$ cat config.mk
export PLATFORM = sky130hd
export DESIGN_NAME = fan_tach_reg_flat
export DESIGN_NICKNAME = d
export VERILOG_FILES = /design/src/rtl/fan_tach_if.sv /design/src/rtl/fan_tach_reg.sv /design/src/flat_wrapper.sv
export SDC_FILE = /design/constraint.sdc
export NUM_CORES = 1
export LEC_CHECK = 0
export CAP_MARGIN = 0
export CORE_MARGIN = 1.5
export CORE_UTILIZATION = 45
export CTS_CLUSTER_DIAMETER = 200
export CTS_CLUSTER_SIZE = 24
export DETAILED_ROUTE_END_ITERATION = 6
export GPL_ROUTABILITY_DRIVEN = 1
export GPL_TIMING_DRIVEN = 0
export MAX_ROUTING_LAYER = met4
export PLACE_DENSITY = 0.72
export SLEW_MARGIN = 40
export SYNTH_ARGS = -nofsm -noshare
export SYNTH_HDL_FRONTEND = slang
export SYNTH_SLANG_ARGS = --single-unit
$ cat constraint.sdc
create_clock -name soc_clk -period 2.2 [get_ports soc_clk]
set_input_delay 0.44 -clock soc_clk [delete_from_list [all_inputs] [get_ports soc_clk]]
set_output_delay 0.44 -clock soc_clk [all_outputs]
set_load 0.05 [all_outputs]
$ cat src/rtl/fan_tach_if.sv
// Register-bus port of fan_tach_reg: request from the SoC, one-cycle response back.
// Optional feature of the attached block: FAN_TACH_IRQ_EN (stall interrupt).
interface fan_tach_if #(
  parameter int unsigned AddrWidth = 48
) ();
  // Handshake: the master raises reg_valid_i with write/addr/wdata/wstrb stable and
  // holds them until it sees reg_ready_o. The slave answers with a single-cycle
  // reg_ready_o pulse carrying reg_rdata_o/reg_error_o, then ignores valid for that
  // cycle, so every access occupies exactly two cycles.
  logic                 reg_valid_i;
  logic                 reg_write_i;
  logic [AddrWidth-1:0] reg_addr_i;
  logic [31:0]          reg_wdata_i;
  logic [3:0]           reg_wstrb_i;
  logic [31:0]          reg_rdata_o;
  logic                 reg_error_o;
  logic                 reg_ready_o;

  modport master (
    output reg_valid_i, reg_write_i, reg_addr_i, reg_wdata_i, reg_wstrb_i,
    input  reg_rdata_o, reg_error_o, reg_ready_o
  );

  modport slave (
    input  reg_valid_i, reg_write_i, reg_addr_i, reg_wdata_i, reg_wstrb_i,
    output reg_rdata_o, reg_error_o, reg_ready_o
  );
endinterface

$ cat src/rtl/fan_tach_reg.sv
// Fan tachometer: synchronized, glitch-filtered tach edges counted over a gate window,
// with a register-bus responder. Define FAN_TACH_IRQ_EN to enable the stall interrupt.
module fan_tach_reg #(
  parameter int unsigned AddrWidth     = 48,
  parameter logic [31:0] DefaultWindow = 32'd50_000_000,
  parameter int unsigned FiltCycles    = 8,
  parameter int unsigned CountWidth    = 16
) (
  input  logic       soc_clk,
  input  logic       rst_n,
  input  logic       tach_i,
  fan_tach_if.slave  bus,
  output logic       irq_o,
  output logic [0:0] dbg_state_o
);

  localparam logic [0:0]            StIdle   = 1'b0;
  localparam logic [0:0]            StResp   = 1'b1;
  localparam logic [7:0]            FiltLast = 8'(FiltCycles - 1);
  localparam logic [CountWidth-1:0] CntOne   = 1;
  localparam logic [31:0]           MinWin   = 32'd16;
  localparam logic [31:0]           BadData  = 32'hBADC_AB1E;

  // ---------------------------------------------------------------- input path
  logic       tach_s1, tach_s2;
  logic       filt_level, filt_level_d;
  logic [7:0] filt_cnt;
  logic       pulse;

  always_ff @(posedge soc_clk or negedge rst_n) begin
    if (!rst_n) begin
      tach_s1      <= 1'b0;
      tach_s2      <= 1'b0;
      filt_level   <= 1'b0;
      filt_level_d <= 1'b0;
      filt_cnt     <= '0;
    end else begin
      tach_s1      <= tach_i;
      tach_s2      <= tach_s1;
      filt_level_d <= filt_level;
      // Any return to the current level restarts the stability count.
      if (tach_s2 == filt_level) begin
        filt_cnt <= '0;
      end else if (filt_cnt == FiltLast) begin
        filt_cnt   <= '0;
        filt_level <= tach_s2;
      end else begin
        filt_cnt <= filt_cnt + 8'd1;
      end
    end
  end

  assign pulse = filt_level & ~filt_level_d;

  // ---------------------------------------------------------------- bus decode
  logic [0:0]  state_q;
  logic [2:0]  idx;
  logic        full_strb;
  logic        accept;
  logic        ctrl_wr;
  logic        win_wr;
  logic        clr;
  logic [31:0] rsp_data;
  logic        rsp_err;

  logic                  en_q, ie_q;
  logic [31:0]           window_q;
  logic [31:0]           win_cnt;
  logic [CountWidth-1:0] live_q, count_q;
  logic                  live_ovf;
  logic                  st_valid, st_stall, st_ovf;

  assign idx       = bus.reg_addr_i[4:2];
  assign full_strb = &bus.reg_wstrb_i;
  assign accept    = (state_q == StIdle) && bus.reg_valid_i;
  assign ctrl_wr   = accept && bus.reg_write_i && full_strb && (idx == 3'd0);
  assign win_wr    = accept && bus.reg_write_i && full_strb && (idx == 3'd1);
  assign clr       = ctrl_wr && bus.reg_wdata_i[1];

  always_comb begin
    rsp_data = '0;
    rsp_err  = 1'b0;
    case (idx)
      3'd0: rsp_data = {29'd0, ie_q, 1'b0, en_q};
      3'd1: rsp_data = window_q;
      3'd2: rsp_data = 32'(count_q);
      3'd3: rsp_data = {29'd0, st_ovf, st_stall, st_valid};
      3'd4: rsp_data = 32'(live_q);
      default: begin
        rsp_data = BadData;
        rsp_err  = 1'b1;
      end
    endcase
    // Writes return no data; read-only targets flag the rejected write.
    if (bus.reg_write_i && (idx <= 3'd4)) begin
      rsp_data = '0;
      rsp_err  = (idx >= 3'd2);
    end
  end

  // ---------------------------------------------------------------- access FSM
  logic        ready_q, error_q;
  logic [31:0] rdata_q;

  always_ff @(posedge soc_clk or negedge rst_n) begin
    if (!rst_n) begin
      state_q <= StIdle;
      ready_q <= 1'b0;
      error_q <= 1'b0;
      rdata_q <= '0;
    end else begin
      case (state_q)
        StIdle: begin
          if (bus.reg_valid_i) begin
            state_q <= StResp;
            ready_q <= 1'b1;
            error_q <= rsp_err;
            rdata_q <= rsp_data;
          end
        end
        default: begin
          state_q <= StIdle;
          ready_q <= 1'b0;
          error_q <= 1'b0;
          rdata_q <= '0;
        end
      endcase
    end
  end

  assign bus.reg_ready_o = ready_q;
  assign bus.reg_error_o = error_q;
  assign bus.reg_rdata_o = rdata_q;
  assign dbg_state_o     = state_q;

  // ---------------------------------------------------------------- control regs
  always_ff @(posedge soc_clk or negedge rst_n) begin
    if (!rst_n) begin
      en_q     <= 1'b1;
      ie_q     <= 1'b0;
      window_q <= DefaultWindow;
    end else begin
      if (ctrl_wr) begin
        en_q <= bus.reg_wdata_i[0];
        ie_q <= bus.reg_wdata_i[2];
      end
      if (win_wr) begin
        window_q <= (bus.reg_wdata_i < MinWin) ? MinWin : bus.reg_wdata_i;
      end
    end
  end

  // ---------------------------------------------------------------- window engine
  logic win_end;
  logic live_max;

  assign win_end  = en_q && (win_cnt == '0);
  assign live_max = &live_q;

  // OVF records that at least one pulse was dropped because LIVE was already full.
  always_ff @(posedge soc_clk or negedge rst_n) begin
    if (!rst_n) begin
      win_cnt  <= DefaultWindow - 32'd1;
      live_q   <= '0;
      live_ovf <= 1'b0;
      count_q  <= '0;
      st_valid <= 1'b0;
      st_stall <= 1'b0;
      st_ovf   <= 1'b0;
    end else if (clr) begin
      win_cnt  <= window_q - 32'd1;
      live_q   <= '0;
      live_ovf <= 1'b0;
      count_q  <= '0;
      st_valid <= 1'b0;
      st_stall <= 1'b0;
      st_ovf   <= 1'b0;
    end else if (!en_q) begin
      win_cnt  <= window_q - 32'd1;
      live_q   <= '0;
      live_ovf <= 1'b0;
    end else if (win_end) begin
      count_q  <= (pulse && !live_max) ? live_q + CntOne : live_q;
      st_valid <= 1'b1;
      st_stall <= (live_q == '0) && !pulse;
      st_ovf   <= live_ovf | (pulse & live_max);
      live_q   <= '0;
      live_ovf <= 1'b0;
      win_cnt  <= window_q - 32'd1;
    end else begin
      win_cnt <= win_cnt - 32'd1;
      if (pulse) begin
        if (live_max) live_ovf <= 1'b1;
        else          live_q   <= live_q + CntOne;
      end
    end
  end

  // ---------------------------------------------------------------- interrupt
`ifdef FAN_TACH_IRQ_EN
  logic irq_q;
  always_ff @(posedge soc_clk or negedge rst_n) begin
    if (!rst_n) irq_q <= 1'b0;
    else        irq_q <= ie_q & st_stall;
  end
  assign irq_o = irq_q;
`else
  assign irq_o = 1'b0;
`endif

  logic unused_addr_bits;
  assign unused_addr_bits = ^{bus.reg_addr_i[AddrWidth-1:5], bus.reg_addr_i[1:0]};

endmodule

$ cat src/flat_wrapper.sv
// flat-port wrapper written by rule: the top's interface ports become plain ports
module fan_tach_reg_flat 
#(
  parameter int unsigned AddrWidth     = 48,
  parameter logic [31:0] DefaultWindow = 32'd50_000_000,
  parameter int unsigned FiltCycles    = 8,
  parameter int unsigned CountWidth    = 16
)
  (soc_clk, rst_n, tach_i, irq_o, dbg_state_o, bus_reg_valid_i, bus_reg_write_i, bus_reg_addr_i, bus_reg_wdata_i, bus_reg_wstrb_i, bus_reg_rdata_o, bus_reg_error_o, bus_reg_ready_o);
  fan_tach_if #(.AddrWidth(AddrWidth)) bus_i ();
  input  logic soc_clk;
  input  logic rst_n;
  input  logic tach_i;
  output logic irq_o;
  output logic [0:0] dbg_state_o;
  input wire logic [$bits(bus_i.reg_valid_i)-1:0] bus_reg_valid_i;
  input wire logic [$bits(bus_i.reg_write_i)-1:0] bus_reg_write_i;
  input wire logic [$bits(bus_i.reg_addr_i)-1:0] bus_reg_addr_i;
  input wire logic [$bits(bus_i.reg_wdata_i)-1:0] bus_reg_wdata_i;
  input wire logic [$bits(bus_i.reg_wstrb_i)-1:0] bus_reg_wstrb_i;
  output wire logic [$bits(bus_i.reg_rdata_o)-1:0] bus_reg_rdata_o;
  output wire logic [$bits(bus_i.reg_error_o)-1:0] bus_reg_error_o;
  output wire logic [$bits(bus_i.reg_ready_o)-1:0] bus_reg_ready_o;
  assign bus_i.reg_valid_i = bus_reg_valid_i;
  assign bus_i.reg_write_i = bus_reg_write_i;
  assign bus_i.reg_addr_i = bus_reg_addr_i;
  assign bus_i.reg_wdata_i = bus_reg_wdata_i;
  assign bus_i.reg_wstrb_i = bus_reg_wstrb_i;
  assign bus_reg_rdata_o = bus_i.reg_rdata_o;
  assign bus_reg_error_o = bus_i.reg_error_o;
  assign bus_reg_ready_o = bus_i.reg_ready_o;
  fan_tach_reg #(.AddrWidth(AddrWidth), .DefaultWindow(DefaultWindow), .FiltCycles(FiltCycles), .CountWidth(CountWidth)) u_core (.soc_clk(soc_clk), .rst_n(rst_n), .tach_i(tach_i), .bus(bus_i), .irq_o(irq_o), .dbg_state_o(dbg_state_o));
endmodule
Yosys cells after proc, flatten, opt, wreduce, memory -nomap -nowiden. Cells that the tools add are included. W data, S select, Z words.

Eq/ne operators: 9. Bitwise operators: 6. Add/subtract/negate cells: 4. Magnitude comparators: 3. Reduce and logical (&&, ||, !) cells: 25. Muxes and demuxes: 41.

Operator list (number): $mux W32 (7); $pmux W32 S5 (1); $mux W16 (9); $sub A32 B1 Y32 const B (2); $logic_not A32 Y1 (1); $lt A32 B5 Y1 const B (1); $mux W1 (22); $add A16 B1 Y16 const B (1); $logic_not A16 Y1 (1); $mux W8 (2); $reduce_and A16 Y1 (1); $logic_and A1 B1 Y1 (10); $add A8 B1 Y8 const B (1); $eq A8 B3 Y1 const B (1); $ne A4 B3 Y1 const B (2); $reduce_and A2 Y1 (4); $eq A3 B2 Y1 const B (2); $reduce_bool A2 Y1 (3); $reduce_or A5 Y1 (1); $ne A4 B2 Y1 const B (1); $reduce_and A4 Y1 (1); $eq A3 B1 Y1 const B (1); $eq A3 B3 Y1 const B (1); $ge A3 B2 Y1 const B (1); 7 further kinds (11).

Word-level logic and storage cells: 107. Input bits: 89. Register bits: 149. Output and inout bits: 36.

Logic depth before layout (Yosys ltp). Gate-level depths: netlist (run 1).

Depth in word-level cells: 8. Mapped depth: 9. Gate-level depth less buffers: 7.

Worst setup path before layout (run 1). No wires, ideal clock.

Kind: register to register. Start: register u_core.win_cnt[8]. End: register u_core.win_cnt[18]. Path slack: -0.072 ns. Arrival: 2.141 ns. Path buffers: 2. Library setup time: 0.131 ns. Required time: 2.069 ns. Period minus slack after synthesis: 2.272 ns. Stages on the path, launching flop included: 8. Path through: dfrtp_1 -> or4_1 -> nand4b_1 -> buf_2 -> o31a_1 -> buf_2 -> nor2_1 -> a22oi_1.

Longest elaborated chain between the ends: 5. Elaborated cells on any way between the ends: 6. Classes of those cells: 1 x add/sub; 3 x mux; 2 x reduce/logical.

RTL lines: from (decl) (RTL line fan_tach_reg.sv:68) `logic [31:0] win_cnt;`; from (signal assigned) (RTL line fan_tach_reg.sv:163) `win_cnt <= DefaultWindow - 32'd1;`; from (signal assigned) (RTL line fan_tach_reg.sv:171) `win_cnt <= window_q - 32'd1;`; from (signal assigned) (RTL line fan_tach_reg.sv:179) `win_cnt <= window_q - 32'd1;`; branches (longest 2 deep; another with $sub A32 B1 Y32); $mux W32 * (RTL line fan_tach_reg.sv:182) `end else if (win_end) begin`; $mux W32 * (RTL line fan_tach_reg.sv:178) `end else if (!en_q) begin`; $mux W32 * (RTL line fan_tach_reg.sv:170) `end else if (clr) begin`.

Every way passes the cells marked *. A chain may end at the register's enable or synchronous reset.

Worst setup path in the final report (run 1).
Start: register u_core.window_q[8]. End: register u_core.win_cnt[17].

Longest elaborated chain between the ends: 4.

RTL lines: from (decl) (RTL line fan_tach_reg.sv:67) `logic [31:0] window_q;`; from (signal assigned) (RTL line fan_tach_reg.sv:141) `window_q <= DefaultWindow;`; from (signal assigned) (RTL line fan_tach_reg.sv:148) `window_q <= (bus.reg_wdata_i < MinWin) ? MinWin : bus.reg_wdata_i;`; $sub A32 B1 Y32 * (RTL line fan_tach_reg.sv:171, fan_tach_reg.sv:179, fan_tach_reg.sv:189); $mux W32 (RTL line fan_tach_reg.sv:182); $mux W32 (RTL line fan_tach_reg.sv:178); $mux W32 * (RTL line fan_tach_reg.sv:170); to (signal assigned) (RTL line fan_tach_reg.sv:171); to (signal assigned) (RTL line fan_tach_reg.sv:179); to (signal assigned) (RTL line fan_tach_reg.sv:189) `win_cnt <= window_q - 32'd1;`.

Mark *: on every way between the ends. The rest lies on a longest branch, timed or not.

==> results of run 1 <==
==> registers in the layout (all words and copies together) (netlist names), 8 cells and up <==
register                count
u_core.bus.reg_rdata_o     32
u_core.win_cnt             32
u_core.window_q            32
u_core.count_q             16
u_core.live_q              16
u_core.filt_cnt             8
==> synth_stat cells (3+ instances only) <==
library cell	instances
a21oi_1	39
a22o_1	19
a22oi_1	10
and3_1	3
and4_1	3
buf_2	11
clkbuf_1	27
dfrtp_1	118
dfstp_2	31
ha_1	5
inv_1	14
mux2_2	31
mux2i_1	25
nand2_1	46
nand2b_1	9
nand3_1	15
nand3b_1	3
nand4_1	4
nor2_1	62
nor2b_1	4
nor3_1	28
nor4_1	33
o21ai_0	34
o221ai_1	7
o2bb2ai_1	18
or2_2	4
or3_1	8
or4_1	11
xnor2_1	50
xor2_1	20
==> where the power goes <==
group / leakage [nW] / internal, mW / switching [mW]
registers: 1.92 / 3.23 / 0.419
logic: 1.92 / 0.975 / 1.11
clock network: 0.283 / 1.75 / 1.12
==> worst max-delay path by stage <==
stage	start	end	slack, ns	cells after the start
5_1_grt	u_core.window_q[8]$_DFFE_PN0P_	u_core.win_cnt[30]$_DFF_PN0_	-0.19	5
2_1_floorplan	u_core.win_cnt[8]$_DFF_PN0_	u_core.win_cnt[18]$_DFF_PN0_	-0.03	7
3_5_place_dp	bus_reg_write_i	u_core.window_q[4]$_DFFE_PN0P_	-0.51	6
3_3_place_gp	rst_n	u_core.bus.reg_rdata_o[16]$_DFFE_PN0P_	-5.21	1
4_1_cts	u_core.window_q[8]$_DFFE_PN0P_	u_core.win_cnt[17]$_DFF_PN1_	-0.1	6
6_report	u_core.window_q[8]$_DFFE_PN0P_	u_core.win_cnt[17]$_DFF_PN1_	-0.15	6
==> critical path, cell delays in order (launching register included) <==
cell and delay [ns]:
dfrtp_2 0.43, or4_4 0.55, or4b_4 0.60, buf_12 0.20
nor4_4 0.26, xnor2_2 0.16, mux2i_1 0.09
==> routing by layer <==
layer / track usage (%) / part of all wire, %
met3: 5.94 / 6.8
met4: 10.4 / 3.1
met2: 36.8 / 45
met5: - / 0
met1: 34.7 / 45
==> placed cells by master, fill, tap and decap left out, types with 19 or more instances in the layout <==
cell / netlist / routed
mux2_2: 31 / 31
mux2i_1: 25 / 25
o21ai_0: 34 / 31
xor2_1: 20 / 19
dfstp_2: 31 / 31
nor3_1: 28 / 22
clkbuf_1: 27 / 22
nand2_1: 46 / 46
clkdlybuf4s50_1: 0 / 73
a22o_1: 19 / 19
nor2_1: 62 / 49
nor4_1: 33 / 21
a21oi_1: 39 / 38
xnor2_1: 50 / 49
buf_4: 2 / 24
dfrtp_1: 118 / 115
==> timing repair <==
item                                    4_1_cts  5_1_grt
cloned                                        3        2
endpoints found under the setup margin       74       98
hold endpoints to repair                     25        0
hold buffers                                  1        0
gates resized for setup                      67       62
pin swaps                                    23       17
buffers inserted                             18       11
==> cell families (layout without fill, tap and decap cells) <==
family / count (synthesis) / in the layout
other: 1 / 1
and+or+nand+nor: 254 / 254
buffers and inverters: 58 / 196
adders and majority gates: 5 / 5
DFF: 149 / 149
AOI/OAI and AO/OA: 149 / 149
muxes: 56 / 56
xor gates and xnor gates: 70 / 70
==> area by class of cell <==
type,instances,area share [%]
clock buffers,23,4.68
clock inverters,9,1.02
inverters,15,0.588
repair buffers,112,11.2
flip-flops and latches,149,36.9
well taps,220,2.69
plain buffers,37,2.49
multi-input cells,535,40.5
==> metrics by stage <==
stage | util (%) | cells | cell area (um2) | hold slack [ns]
detailed placement | 52.9 | 1039 | 8810 | 0.332
global route | 61.4 | 1100 | 10200 | 0.367
floorplan | - | 742 | 7720 | 0.144
CTS | 59.3 | 1091 | 9870 | 0.354
finish | 61.4 | 1100 | 10200 | 0.352
global placement | 52.6 | 1037 | 8750 | 0.336
==> impl_metrics.csv, run 1 <==
group,metric,value,unit
status,status,"finished with violations",
status,violations,"negative setup slack",
detailed_routing,drc,0,
logic_synthesis,async_flop_share,100,%
worst_setup_path,reg2reg_to,"u_core.win_cnt[17]$_DFF_PN1_",
logic_synthesis,syn_nets,836,
place,place_congestion,0.904,
detailed_routing,ant_nets,0,
cts,cts.htree.levels,4,
detailed_routing,vias,6443,
global_route,grt_pass1_vias,6225,
floorplanning,start_util,46.2,%
min_path,worstHoldStart,"u_core.tach_s1$_DFF_PN0_",
cts,clk-insertion-delay-late,0.43,ns
logic_synthesis,netlist_instances,742,
logic_synthesis,synth_edf_count,0,
cts,clk_pin_slew,0.06,ns
layout,num-nets-final,961,
timing,hold_viol_final,0,
timing,relSlewSlack,50.0,%
place,hpwlAfterDp,14900,um
logic_synthesis,synth_xor_area_share,7.98,%
layout,syn2layout_area_growth,33.0,%
min_path,worst_hold_path.endpoint,"u_core.tach_s2$_DFF_PN0_",
logic_synthesis,yosysSeqAreaShare,49.0,%
logic_synthesis,synth_top_family_by_area,"simple AND/OR/NAND/NOR gates",
timing,rsz0062_at_grt,"yes",
worst_setup_path,path_max_fanout,10,
worst_setup_path,end_kind,"flop",
floorplanning,die_h,134,um
detailed_routing,vias_per_cell,5.86,
logic_synthesis,netlist_area,7680,um2
cts,cts_sinks,149,
min_path,hold_depth,0,
detailed_routing,wl_per_cell,19.9,um
power_and_ir_drop,vdd_drop_max,0.000643,V
layout,seq_area,3770,um2
timing,fin_ws,-0.151,ns
power_and_ir_drop,power_density,843,nW/um2
timing,fin_setup_tns,-3.72,ns
detailed_routing,drt-total-wl,21900,um
worst_setup_path,cp.required,2.55,ns
logic_synthesis,synth_top_area_share,38.4,%
logic_synthesis,synthMuxAreaShare,7.80,%
logic_synthesis,synth-main-ff-cell,"dfrtp_1",
timing,clock_skew,0.00698,ns
timing,fin_crit,2.35,ns
job,drv_cap,0,
floorplanning,die_x,134,um
detailed_routing,drt_iter0_markers,482,
global_route,grt_pass1_wl,33900,um
worst_setup_path,start_kind,"flop",
worst_setup_path,r2r_slack,-0.15,ns
worst_setup_path,reg2reg_from,"u_core.window_q[8]$_DFFE_PN0P_",
place,io_buffer_count,75,
layout,n_antenna_cell,0,
worst_setup_path,path_class,"reg -> reg",
layout,drive_gt1_share,26.8,%
layout,nFillCells,1314,
logic_synthesis,synth-compound-area-share,13.0,%
logic_synthesis,yosysUniqueCellTypes,64,
timing,fmax,425,MHz
logic_synthesis,syn_avg_cell_area,10.4,um2
floorplanning,io_pins,125,
detailed_routing,drt_pass1_iterations,6,
floorplanning,dieArea,17900,um2
logic_synthesis,ys_warn_count,0,
timing,setup_violations,38,
timing,fin_crit_sh,107,%
floorplanning,rows,47,
global_route,antenna_found_initial,0,
logic_synthesis,synth-simple-area-share,18.0,%
min_path,hold_path_class,"reg -> reg",
power_and_ir_drop,leakagePower,4.12,nW
timing,worst_slew_pin_slew,0.747,ns
global_route,groute.usage.overall,25.5,%
layout,multiInputGateArea,4140,um2
power_and_ir_drop,finalPower,8.62,mW
global_route,grt_max_degree,71,
floorplanning,core_area,16600,um2
cts,numCtsBuffers,17,
place,pre_cts_ws,-0.509,ns
cts,cts-root-buf,"clkbuf_16",
timing,slew_violations,0,
logic_synthesis,synth_seq_cells,149,
cts,clockBufferDepth,2,
worst_setup_path,r2r_cells,6,
logic_synthesis,yosys.area_share.adder,0.814,%
logic_synthesis,netlist_top_cells_area,"dfrtp_1 (38%), dfstp_2 (11%), xnor2_1 (5.7%)",
worst_setup_path,cp_data_arrival_time,2.71,ns
logic_synthesis,synth.largest_area_cell,"dfrtp_1",
cts,tritoncts,"yes",
global_route,overflow,0,
(Power assumes the default switching activity.)
==> inputs of run 2 (changes only) <==
- CORE_ASPECT_RATIO: not set -> 0.75
==> impl_metrics.csv, run 2 (same netlist as run 1, synthesis figures left out) <==
group,metric,value,unit
status,status,"finished with violations",
status,violations,"negative setup slack",
global_route,overflow,0,
global_route,grt_pass1_wl,33600,um
timing,relSlewSlack,58.5,%
cts,clk-insertion-delay-late,0.44,ns
worst_setup_path,r2r_slack,-0.18,ns
cts,tritoncts,"yes",
global_route,antenna_found_initial,0,
floorplanning,rows,41,
worst_setup_path,setup.worst_path.end,"u_core.win_cnt[28]$_DFF_PN0_",
power_and_ir_drop,power_density,864,nW/um2
detailed_routing,drc,0,
cts,clk_pin_slew,0.07,ns
worst_setup_path,cp_data_arrival_time,2.70,ns
layout,num-nets-final,958,
detailed_routing,drt_iter0_markers,556,
global_route,met1_usage,39.5,%
timing,slew_violations,0,
detailed_routing,drt-total-wl,21700,um
power_and_ir_drop,p_switching,2.89,mW
power_and_ir_drop,combPwrFrac,24.8,%
place,io_buffer_count,75,
place,dp_cells,1034,
worst_setup_path,max_stage_delay,0.55,ns
worst_setup_path,r2r_cells,7,
global_route,use_met3,6.01,%
layout,final_cell_area,10100,um2
job,drv_cap,0,
timing,worst_slew_pin_slew,0.623,ns
floorplanning,core_area,16800,um2
cts,cts.htree.levels,4,
worst_setup_path,path_max_fanout,6,
layout,syn2layout_area_growth,31.9,%
power_and_ir_drop,leakagePower,4.11,nW
worst_setup_path,reg2reg_from,"u_core.window_q[6]$_DFFE_PN0P_",
global_route,groute.usage.overall,25.5,%
timing,rsz0062_at_grt,"yes",
timing,fin_ws,-0.185,ns
global_route,grt_pass1_vias,5985,
cts,cts-root-buf,"clkbuf_16",
global_route,grt.busiest_layer,"met1",
power_and_ir_drop,clkPwrFrac,33.3,%
cts,clockBufferDepth,2,
place,placed_area,8810,um2
power_and_ir_drop,vdd_drop_max,0.000529,V
timing,fin_crit_sh,108,%
floorplanning,die_x,154,um
layout,n_antenna_cell,0,
detailed_routing,vias,6319,
layout,final_cells,1092,
place,place_congestion,0.930,
worst_setup_path,path_class,"reg -> reg",
timing,setup_violations,22,
floorplanning,start_util,45.8,%
global_route,grt_max_degree,57,
layout,drive_gt1_share,24.6,%
layout,layout_commonest_cell,"dfrtp_1",
worst_setup_path,cp.required,2.51,ns
power_and_ir_drop,p_sw_share,33.0,%
power_and_ir_drop,seqPwrFrac,41.9,%
floorplanning,die_h,116,um
layout,layout_common_cells,"dfrtp_1 (116), clkdlybuf4s50_1 (73), nor2_1 (57)",
worst_setup_path,reg2reg_to,"u_core.win_cnt[28]$_DFF_PN0_",
cts,cts_sinks,149,
worst_setup_path,end_kind,"flop",
detailed_routing,vias_per_cell,5.79,
timing,fin_setup_tns,-1.70,ns
min_path,hold_path_class,"reg -> reg",
timing,clock_skew,0.0110,ns
timing,fin_crit,2.38,ns
detailed_routing,ant_nets,0,
timing,fmax,419,MHz
timing,hold_viol_final,0,
cts,numCtsBuffers,17,
worst_setup_path,start_kind,"flop",
detailed_routing,drt_pass1_iterations,5,
power_and_ir_drop,cell_internal_pwr,5.87,mW
worst_setup_path,crit_chain,"or4_4 > or4b_4 > buf_12 > buf_8 > nor3_4 > xnor2_1 > mux2i_1",
worst_setup_path,crit_start,"u_core.window_q[6]$_DFFE_PN0P_",
worst_setup_path,slowest_stage,"or4_4",
global_route,met2_usage,33.2,%
place,hpwlAfterDp,15000,um
floorplanning,dieArea,17900,um2
detailed_routing,wl_per_cell,19.9,um
layout,nFillCells,1311,
floorplanning,io_pins,125,
[run 2: changes by cell type in the layout (fill, tap and decap cells not counted), sizes merged]
cell	previous run	this run
inv	14	23
buf	49	46
bufinv	2	1
clkinv	5	3
clkbuf	48	42
[run 2: worst max-delay path, delay by kind of cell, from the launching register on]
family                 cells  cell delay, ns
multiplexers               1            0.10
flip-flops                 1            0.43
XOR/XNOR                   1            0.15
AND/OR/NAND/NOR            3            1.27
buffers and inverters      2            0.30
[run 2: area by class of cell]
type / count / area [um2] / share of cell area, %
multi-input combinational: 535 / 4090 / 40.3
sequential: 149 / 3770 / 37.2
timing repair buffer: 107 / 1110 / 11.0
clock buffer: 17 / 425 / 4.20
tap: 215 / 269 / 2.65
buffer: 39 / 248 / 2.44
clock inverter: 15 / 163 / 1.60
inverter: 15 / 60.1 / 0.593
[run 2: timing repair]
item / 4_1_cts / 5_1_grt
buffers inserted: 17 / 10
setup endpoints to repair: 69 / 71
endpoints found under the hold margin: 39 / 0
cloned: 1 / 1
resized for setup: 53 / 58
hold buffers: 1 / 0
pin swaps: 18 / 16
[run 2: worst min-delay path by stage]
stage / start / end / slack [ns] / cells after the start
6_report: u_core.tach_s1$_DFF_PN0_ / u_core.tach_s2$_DFF_PN0_ / 0.35 / 0
5_1_grt: u_core.tach_s1$_DFF_PN0_ / u_core.tach_s2$_DFF_PN0_ / 0.37 / 0
4_1_cts: u_core.tach_s1$_DFF_PN0_ / u_core.tach_s2$_DFF_PN0_ / 0.35 / 0
3_5_place_dp: u_core.tach_s1$_DFF_PN0_ / u_core.tach_s2$_DFF_PN0_ / 0.34 / 0
3_3_place_gp: u_core.tach_s1$_DFF_PN0_ / u_core.tach_s2$_DFF_PN0_ / 0.33 / 0
2_1_floorplan: rst_n / u_core.bus.reg_error_o$_DFFE_PN0P_ / 0.14 / 0
[run 2: metal layers]
metal  part of all wire [%]  vias to the layer above
met1                     51                     3103
li1                       -                     2962
met3                    6.1                       25
met5                      0                        -
met4                    1.0                        0
met2                     42                      229
[run 2: per-stage QoR]
| step | setup WS [ns] | total power, mW | hold WS, ns | util, % |
|---|---|---|---|---|
| finish | -0.185 | 8.76 | 0.349 | 60.4 |
| CTS | -0.175 | 8.54 | 0.351 | 58.3 |
| global route | -0.254 | 9.15 | 0.369 | 60.4 |
| floorplan | -0.0297 | 4.80 | 0.144 | - |
| detailed placement | -0.526 | 5.36 | 0.336 | 52.5 |
| global placement | -5.35 | 5.30 | 0.334 | 52.1 |
[run 2: power groups by stage]
| stage | combinational [mW] | sequential [mW] | clock (mW) |
|---|---|---|---|
| 2_1_floorplan | 1.13 | 3.67 | 0 |
| 3_3_place_gp | 1.65 | 3.65 | 0 |
| 3_5_place_dp | 1.70 | 3.66 | 0 |
| 4_1_cts | 1.95 | 3.64 | 2.95 |
| 5_1_grt | 2.35 | 3.71 | 3.08 |
| 6_report | 2.17 | 3.67 | 2.91 |
==> inputs of run 3 (changes only) <==
- HOLD_SLACK_MARGIN: not set -> 0.12
- SLEW_MARGIN: 40 -> 20
==> impl_metrics.csv, run 3 (same netlist as run 1, synthesis figures left out) <==
group,metric,value,unit
status,status,"finished with violations",
status,violations,"negative setup slack",
worst_setup_path,r2r_cells,6,
worst_setup_path,reg2reg_from,"u_core.window_q[8]$_DFFE_PN0P_",
power_and_ir_drop,clkPwrFrac,33.5,%
place,placed_area,8770,um2
global_route,grt_pass1_wl,33600,um
worst_setup_path,start_kind,"flop",
timing,hold_viol_final,0,
timing,worst_slew_pin_slew,0.961,ns
layout,final_cells,1085,
floorplanning,rows,41,
power_and_ir_drop,vdd_drop_max,0.000530,V
worst_setup_path,crit_start,"u_core.window_q[8]$_DFFE_PN0P_",
detailed_routing,vias,6392,
floorplanning,io_pins,125,
layout,drive_gt1_share,24.7,%
detailed_routing,drt_pass1_iterations,5,
timing,fin_crit_sh,108,%
power_and_ir_drop,p_switching,2.88,mW
power_and_ir_drop,power_density,864,nW/um2
worst_setup_path,cp.required,2.52,ns
layout,syn2layout_area_growth,31.3,%
detailed_routing,drt_iter0_markers,642,
cts,tritoncts,"yes",
global_route,antenna_found_initial,0,
power_and_ir_drop,finalPower,8.72,mW
detailed_routing,drc,0,
timing,setup_violations,22,
timing,slew_violations,0,
layout,n_antenna_cell,0,
floorplanning,die_h,116,um
cts,cts_sinks,149,
cts,numCtsBuffers,17,
timing,fin_ws,-0.177,ns
layout,layout_common_cells,"dfrtp_1 (114), clkdlybuf4s50_1 (73), nor2_1 (56)",
timing,fmax,421,MHz
worst_setup_path,path_class,"reg -> reg",
power_and_ir_drop,combPwrFrac,24.4,%
power_and_ir_drop,p_sw_share,33.1,%
place,dp_cells,1033,
worst_setup_path,r2r_slack,-0.18,ns
worst_setup_path,path_max_fanout,8,
global_route,grt_max_degree,95,
min_path,hold_path_class,"reg -> reg",
floorplanning,core_area,16800,um2
timing,relSlewSlack,35.6,%
layout,num-nets-final,951,
place,hpwlAfterDp,14800,um
timing,fin_setup_tns,-2.06,ns
cts,clk-insertion-delay-late,0.44,ns
cts,cts-root-buf,"clkbuf_16",
job,drv_cap,0,
layout,fin_util,60.1,%
floorplanning,die_x,154,um
floorplanning,dieArea,17900,um2
power_and_ir_drop,leakagePower,4.09,nW
timing,rsz0062_at_grt,"yes",
cts,clockBufferDepth,2,
detailed_routing,vias_per_cell,5.89,
detailed_routing,ant_nets,0,
timing,fin_crit,2.38,ns
min_path,hold_depth,0,
min_path,worstHoldStart,"u_core.tach_s1$_DFF_PN0_",
cts,cts.htree.levels,4,
detailed_routing,wl_per_cell,20.2,um
global_route,overflow,0,
place,place_congestion,0.930,
min_path,worst_hold_path.endpoint,"u_core.tach_s2$_DFF_PN0_",
cts,clk_pin_slew,0.07,ns
power_and_ir_drop,seqPwrFrac,42.1,%
global_route,grt_pass1_vias,5920,
worst_setup_path,cp_data_arrival_time,2.69,ns
worst_setup_path,end_kind,"flop",
power_and_ir_drop,cell_internal_pwr,5.83,mW
layout,layout_commonest_cell,"dfrtp_1",
timing,clock_skew,0.0130,ns
worst_setup_path,reg2reg_to,"u_core.win_cnt[31]$_DFF_PN0_",
detailed_routing,drt-total-wl,21900,um
global_route,groute.usage.overall,25.7,%
place,io_buffer_count,75,
floorplanning,start_util,45.8,%
layout,final_cell_area,10100,um2
## run 3: cell count changes in the layout (fill, tap and decap cells not counted), sizes merged
cell | before | now
buf | 46 | 41
clkbuf | 42 | 40
clkinv | 3 | 4
dlygate4sd2 | 1 | 0
dlymetal6s2s | 0 | 1
inv | 23 | 22
## run 3: cell type report
cell class	instances	area [um2]
plain buffers	38	259
clock buffers	17	425
clock inverters	15	160
fillers	1306	6690
inverters	15	60.1
multi-input cells	535	4120
flip-flops and latches	149	3770
well taps	215	269
repair buffers	101	1020
## run 3: worst max-delay path by stage
stage | endpoint | slack (ns) | cells after the start
floorplan | u_core.win_cnt[18]$_DFF_PN0_ | -0.03 | 7
global placement | u_core.bus.reg_rdata_o[15]$_DFFE_PN0P_ | -5.35 | 1
detailed placement | u_core.count_q[10]$_DFFE_PN0P_ | -0.53 | 6
CTS | u_core.win_cnt[21]$_DFF_PN1_ | -0.14 | 7
global route | u_core.win_cnt[31]$_DFF_PN0_ | -0.27 | 6
finish | u_core.win_cnt[31]$_DFF_PN0_ | -0.18 | 6
## run 3: critical path, stage by stage, from the launching register on
cell     delay [ns]
dfrtp_1        0.42
or4_4          0.57
or4b_4         0.52
buf_12         0.17
nor4_4         0.27
xnor2_1        0.19
mux2i_1        0.10
## run 3: what timing repair did
| action | CTS | global route |
|---|---|---|
| setup endpoints to repair | 68 | 77 |
| resized for setup | 62 | 50 |
| gates cloned | 1 | 2 |
| hold buffers | 1 | 0 |
| setup buffers | 13 | 8 |
| pin swaps | 28 | 20 |
| endpoints found under the hold margin | 72 | 0 |
## run 3: power groups by stage
stage / logic (mW) / clock network [mW] / registers [mW]
2_1_floorplan: 1.13 / 0 / 3.67
3_3_place_gp: 1.65 / 0 / 3.65
3_5_place_dp: 1.69 / 0 / 3.66
4_1_cts: 1.95 / 2.94 / 3.63
5_1_grt: 2.30 / 3.10 / 3.71
6_report: 2.12 / 2.92 / 3.67
## run 3: metrics by stage
stage          setup WS, ns  hold WS, ns
2_1_floorplan       -0.0297        0.144
4_1_cts              -0.139        0.350
3_5_place_dp         -0.532        0.336
5_1_grt              -0.267        0.368
3_3_place_gp          -5.35        0.334
6_report             -0.177        0.349
## run 3: routing by layer
layer	wire, um	vias up	global-route usage [%]
met5	0	-	-
met4	365	0	6.15
met3	1750	39	7.42
met2	8960	287	33.2
met1	10800	3126	38.8
li1	-	2940	-
